$ cat config.mk
export PLATFORM = sky130hd
export DESIGN_NAME = divu_seq_unit
export DESIGN_NICKNAME = d
export VERILOG_FILES = /design/src/rtl/divu_seq_unit.sv
export SDC_FILE = /design/constraint.sdc
export NUM_CORES = 1
export LEC_CHECK = 0
export ABC_AREA = 1
export CAP_MARGIN = 10
export CORE_MARGIN = 1.5
export CORE_UTILIZATION = 55
export DETAILED_ROUTE_END_ITERATION = 10
export GPL_TIMING_DRIVEN = 0
export PLACE_DENSITY_LB_ADDON = 0.2
export SLEW_MARGIN = 20
export SYNTH_ARGS = -nofsm -noshare
export SYNTH_HDL_FRONTEND = slang
export SYNTH_SLANG_ARGS = --single-unit
$ cat constraint.sdc
create_clock -name clk -period 2.7 [get_ports clk]
set_input_delay 0.81 -clock clk [delete_from_list [all_inputs] [get_ports clk]]
set_output_delay 0.81 -clock clk [all_outputs]
set_load 0.02 [all_outputs]
$ cat src/rtl/divu_seq_unit.sv
// Sequential restoring divider producing one quotient bit per cycle; result = {remainder, quotient}.
// Define DIVU_SIGNED_EN to add DIV (signed) support selected by is_signed.
module divu_seq_unit (
   input  logic        clk,
   input  logic        rst,
   input  logic        start,
   input  logic        is_signed,
   input  logic [31:0] dividend,
   input  logic [31:0] divisor,
   output logic        busy,
   output logic        done,
   output logic        div_zero,
   output logic [63:0] result
);

   typedef enum logic [1:0] {S_IDLE, S_RUN, S_DONE} state_e;

   state_e      state_q, state_d;
   logic [31:0] rem_q, rem_d;
   logic [31:0] quo_q, quo_d;
   logic [31:0] dvsr_q, dvsr_d;
   logic [4:0]  cnt_q, cnt_d;
   logic        dz_q, dz_d;
   logic        busy_q, busy_d;
   logic        done_q, done_d;
   logic        div_zero_q, div_zero_d;
   logic [63:0] result_q, result_d;

   logic [32:0] rem_sh;
   logic [32:0] trial;
   logic [31:0] nxt_rem;
   logic [31:0] nxt_quo;
   logic [31:0] a_mag;
   logic [31:0] b_mag;
   logic [31:0] q_fix;
   logic [31:0] r_fix;

`ifdef DIVU_SIGNED_EN
   logic neg_quo_q, neg_quo_d;
   logic neg_rem_q, neg_rem_d;
   logic a_neg;
   logic b_neg;

   assign a_neg = is_signed & dividend[31];
   assign b_neg = is_signed & divisor[31];
   assign a_mag = a_neg ? -dividend : dividend;
   assign b_mag = b_neg ? -divisor : divisor;
   // A zero divisor keeps the all-ones quotient; the remainder negation restores the raw dividend.
   assign q_fix = neg_quo_q ? -nxt_quo : nxt_quo;
   assign r_fix = neg_rem_q ? -nxt_rem : nxt_rem;
`else
   logic unused_is_signed;

   assign unused_is_signed = is_signed;
   assign a_mag = dividend;
   assign b_mag = divisor;
   assign q_fix = nxt_quo;
   assign r_fix = nxt_rem;
`endif

   // The partial remainder is always below the divisor, so only the shifted value needs bit 32.
   assign rem_sh  = {rem_q, quo_q[31]};
   assign trial   = rem_sh - {1'b0, dvsr_q};
   assign nxt_rem = trial[32] ? rem_sh[31:0] : trial[31:0];
   assign nxt_quo = {quo_q[30:0], ~trial[32]};

   // NOTE: every signal assigned below gets a default first, so no path leaves it unassigned and no latch is inferred.
   always_comb begin
      state_d    = state_q;
      rem_d      = rem_q;
      quo_d      = quo_q;
      dvsr_d     = dvsr_q;
      cnt_d      = cnt_q;
      dz_d       = dz_q;
      busy_d     = 1'b0;
      done_d     = 1'b0;
      div_zero_d = div_zero_q;
      result_d   = result_q;
`ifdef DIVU_SIGNED_EN
      neg_quo_d  = neg_quo_q;
      neg_rem_d  = neg_rem_q;
`endif
      case (state_q)
         S_IDLE, S_DONE: begin
            state_d = S_IDLE;
            if (start) begin
               state_d   = S_RUN;
               busy_d    = 1'b1;
               rem_d     = 32'h0;
               quo_d     = a_mag;
               dvsr_d    = b_mag;
               cnt_d     = 5'd0;
               dz_d      = (divisor == 32'h0);
`ifdef DIVU_SIGNED_EN
               neg_quo_d = (a_neg ^ b_neg) & (divisor != 32'h0);
               neg_rem_d = a_neg;
`endif
            end
         end
         S_RUN: begin
            busy_d = 1'b1;
            rem_d  = nxt_rem;
            quo_d  = nxt_quo;
            cnt_d  = cnt_q + 5'd1;
            if (cnt_q == 5'd31) begin
               state_d    = S_DONE;
               busy_d     = 1'b0;
               done_d     = 1'b1;
               result_d   = {r_fix, q_fix};
               div_zero_d = dz_q;
            end
         end
         default: state_d = S_IDLE;
      endcase
   end

   // NOTE: sequential state uses non-blocking assignments so every flop samples pre-edge values.
   always_ff @(posedge clk) begin
      if (rst) begin
         state_q    <= S_IDLE;
         rem_q      <= 32'h0;
         quo_q      <= 32'h0;
         dvsr_q     <= 32'h0;
         cnt_q      <= 5'd0;
         dz_q       <= 1'b0;
         busy_q     <= 1'b0;
         done_q     <= 1'b0;
         div_zero_q <= 1'b0;
         result_q   <= 64'h0;
`ifdef DIVU_SIGNED_EN
         neg_quo_q  <= 1'b0;
         neg_rem_q  <= 1'b0;
`endif
      end else begin
         state_q    <= state_d;
         rem_q      <= rem_d;
         quo_q      <= quo_d;
         dvsr_q     <= dvsr_d;
         cnt_q      <= cnt_d;
         dz_q       <= dz_d;
         busy_q     <= busy_d;
         done_q     <= done_d;
         div_zero_q <= div_zero_d;
         result_q   <= result_d;
`ifdef DIVU_SIGNED_EN
         neg_quo_q  <= neg_quo_d;
         neg_rem_q  <= neg_rem_d;
`endif
      end
   end

   assign busy     = busy_q;
   assign done     = done_q;
   assign div_zero = div_zero_q;
   assign result   = result_q;

endmodule
### Yosys cells after proc, flatten, opt, wreduce, memory -nomap -nowiden

Cells that the tools add are included.

* word-level logic and storage cells: 41
* output and inout bits: 67
* input port bits: 68
* flip-flop bits (word level): 171

* add/subtract/negate cells: 2
* equality and inequality tests: 5
* multiplexer cells: 14
* bitwise gates (word level): 2
* reductions and logical operators: 8

Operators by type and width (count)
* $pmux 32 s2: 2
* $mux 32: 3
* $sub 33x32->33: 1
* $logic_not 32->1: 1
* $pmux 5 s2: 1
* $reduce_and 2->1: 3
* $add 5x1->5 const B: 1
* $eq 5x5->1 const B: 1
* $mux 5: 1
* $mux 1: 4
* $ne 2x2->1 const B: 2
* $pmux 2 s2: 1
* $reduce_or 2->1: 2
* $eq 2x1->1 const B: 1
* $eq 2x2->1 const B: 1
* $logic_not 2->1: 1
* $mux 2: 1
* $not 1->1: 2
* $pmux 1 s2: 1
* $reduce_bool 2->1: 1

### Longest topological paths before layout

* depth in word-level cells: 4
* depth in mapped cells: 20
* gate-level depth less buffers: 19

### Worst setup path after synthesis

Ideal clock, no wire load.

* path type: register to register
* start: reg quo_q[31]
* end: reg result_q[39], in the netlist result[39]
* arrival: 2.053 ns
* path buffers: 1
* setup time: 0.109 ns
* cell stages (with the launch flop): 20
* path slack: 0.538 ns
* required time: 2.591 ns
* period minus slack after synthesis: 2.162 ns
* cell sequence: dfxtp_1 inv_1 ha_1 inv_1 fa_1 nand2_1 nand2_1 nand3_2 nand2_2 nand2_2 nand2_4 nand2_4 nand3_1 nand2_4 buf_6 nand2_1 nand2_1 nand2_1 nand2_1 inv_1

* word-level cells in the longest chain between the ends: 2

RTL lines
* from (decl): RTL line 20 `logic [31:0] quo_q, quo_d;`
* from (signal assigned): RTL line 137 `quo_q <= quo_d;`
* $sub 33x32->33: RTL line 63 `assign trial = rem_sh - {1'b0, dvsr_q};`
* $mux 32: RTL line 64 `assign nxt_rem = trial[32] ? rem_sh[31:0] : trial[31:0];`
* to (signal assigned): RTL line 144 `result_q <= result_d;`
* to (decl): RTL line 27 `logic [63:0] result_q, result_d;`

Every way passes these cells.
A chain may end at the register's enable or synchronous reset.

==> results.cfg <==
[synth]
synth_seq_area_share = 0.358
synth_edf_count = 0
synth_warnings = 0
synth.distinct_cells = 38
synth.most_common_cell = nand2_1
synth_seq_cells = 171
synthArstFlopShare = 0
synth_fp_nets = 1580
syn_area_per_cell_um2 = 6.47
synth_area_leaders = dfxtp_1 (36%), nand2_1 (19%), inv_1 (10%)
synth_ff_type = dfxtp_1
syn-cell-area_um2 = 9560
synth_top_area_cell = dfxtp_1
netlist_top_cells_count = nand2_1 (472), inv_1 (259), dfxtp_1 (171), nor2_1 (100), nand3_1 (86)
synth.top_cell.area_share = 0.358
syn_inst = 1477

[cells_and_area]
nFillCells = 1534
antenna_cells = 0
layout.area.seq_um2 = 3420
final_nets = 1732
multi_input_area_um2 = 4870
layout-drive-gt1-share = 0.0451
area_delta_synth_final_pct = 23.7
final_cells = 1867

[global_routing]
overflow = 0
use_met1 = 0.427
grt_pass1_wl_um = 44600
grt_pass1_vias = 8909
met2_usage = 0.500
grt-busiest-layer = met2
antenna_found_initial = 0
grt_max_degree = 20
use_met3 = 0.0529
track_usage = 0.316

[route]
remaining_drc_errors = 0
drtPass1Iterations = 5
drt_iter0_drc = 777
ant_nets = 0
num_vias = 9852
wl_per_cell_um = 15.1
postRouteWirelength_um = 28300
via_per_inst = 5.28

[floorplanning]
start_util = 0.558
ios = 135
rows = 48
core_um2 = 17100
die_h_um = 135
die_w_um = 135
dieArea_um2 = 18200

[flow_run]
maxCapViolations = 0

[clock_tree]
ctsHtreeMaxLevel = 4
cts-root-buf = clkbuf_16
clk_pin_slew_ns = 0.08
cts_buffers = 17
clk_latency_ns = 0.45
cts_tree = yes
cts_setup_buffers = 0
clockBufferDepth = 2
clock_sinks = 171

[setup_path]
max_stage_delay_ns = 0.46
cp.required_ns = 3.08
critPathKind = in -> reg
worst_setup_path_end_kind = flop
start_kind = input port
path_delay_family = buffers and inverters
crit_arrival_ns = 2.91
cp_common_cell = clkbuf_1
crit_chain = clkdlybuf4s50_1, clkbuf_2, clkinv_2, clkbuf_1, clkbuf_1, o21ai_0, nor2_1
crit_slowest_cell = clkdlybuf4s50_1
worst-path-buf-inv = 5
cp_max_fo = 10

[sta]
timing.final.ws_setup_ns = 0.178
finalCritPeriodShare = 0.934
setup_viol = 0
worstMarginPinSlew_ns = 0.717
finalHoldViolCount = 0
fin_crit_ns = 2.52
grt_setup_unrepaired = false
slew_violations = 0
clock_skew_ns = 0.0108
relSlewSlack = 0.522
max_freq_mhz = 396

[worst_hold_path]
hold_path_class = reg -> reg

[place]
placed_cells = 1835
gp_congestion = 0.919
port_buffers = 133
place_worst_setup_slack_ns = -0.709
dp_hpwl_um = 21600

[power]
p_leak_nw = 5.58
p_per_area_nw_per_um2 = 679
power.total_w = 0.00803
ir_worst_vdd_uv = 546

[run_status]
status = finished, final reports clean
repair_timing:
item | in CTS | in global routing
endpoints found under the hold margin | 0 | 0
hold buffers | 0 | 0
setup endpoints to repair | 22 | 23
gates resized for setup | 2 | 1
worst paths after layout:
| kind | startpoint | endpoint | slack (ns) | cells past startpoint |
|---|---|---|---|---|
| hold reg to reg | dvsr_q[10] | dvsr_q[10] | 0.47 | 2 |
| hold / removal | dvsr_q[10] | dvsr_q[10] | 0.47 | 2 |
| setup reg to reg | quo_q[31] | result[53] | 0.19 | 19 |
| setup / recovery | rst | div_zero | 0.18 | 7 |
kinds of logic after synthesis:
logic type | after synthesis | synth area share
compound gates | 228 | 0.145
xor+xnor | 15 | 0.0137
fa+ha+maj | 35 | 0.0466
buf+inv | 323 | 0.133
flops | 171 | 0.358
simple gates | 705 | 0.304
through the flow:
step	cell area [µm²]	util	hold slack, ns	TNS, ns
3_5_place_dp	11200	0.653	0.455	-46.44
4_1_cts	11800	0.690	0.468	0
2_1_floorplan	9560	-	0.433	0
3_3_place_gp	11200	0.653	0.447	-39.43
5_1_grt	11800	0.691	0.482	0
6_report	11800	0.691	0.465	0
placed cells by master (no fill, tap or decap), types with 4 or more instances in the layout:
cell	count
nor2_1	100
nand2_2	8
inv_6	4
and2_1	5
a221oi_1	28
clkdlybuf4s50_1	133
nor4_1	8
nand3_1	86
nand4_1	10
buf_2	4
a21oi_2	6
o21ai_0	69
a31oi_1	5
inv_1	259
o21bai_1	9
clkinv_8	5
clkbuf_16	17
buf_1	4
a21oi_1	81
ha_1	34
nand2_1	472
dfxtp_1	171
buf_6	5
nand2_4	5
xnor2_1	14
clkbuf_1	43
o21a_1	25
worst min-delay path, delay by kind of cell, from the launching register on:
family	cells	cell delay [ns]
DFF	1	0.30
AOI/OAI and AO/OA	1	0.06
buffers and inverters	1	0.07
report_power, final:
group          total, W  internal, W  switching (W)  leakage (nW)
Clock           0.00267      0.00143        0.00123         0.313
Sequential      0.00273      0.00264      0.0000883          1.39
Combinational   0.00263     0.000907        0.00173          3.88
area by class of cell:
cell class,count,share of cell area
inverter,264,0.0839
timing repair buffer,133,0.113
clock buffer,17,0.0360
buffer,59,0.0237
tap,225,0.0238
clock inverter,15,0.0185
sequential,171,0.290
multi-input combinational,983,0.412
sequential cells by signal, indices dropped and copies added, names as in the netlist:
signal / cells
rem_q: 32
quo_q: 32
dz_q: 1
state_q: 2
cnt_q: 5
busy: 1
dvsr_q: 32
div_zero: 1
done: 1
result: 64
routing by layer:
metal	wire, µm	vias to the layer above
li1	-	4925
met1	12700	4482
met2	12700	382
met3	1830	63
met4	1020	0
met5	0	-
(Power assumes the default switching activity.)
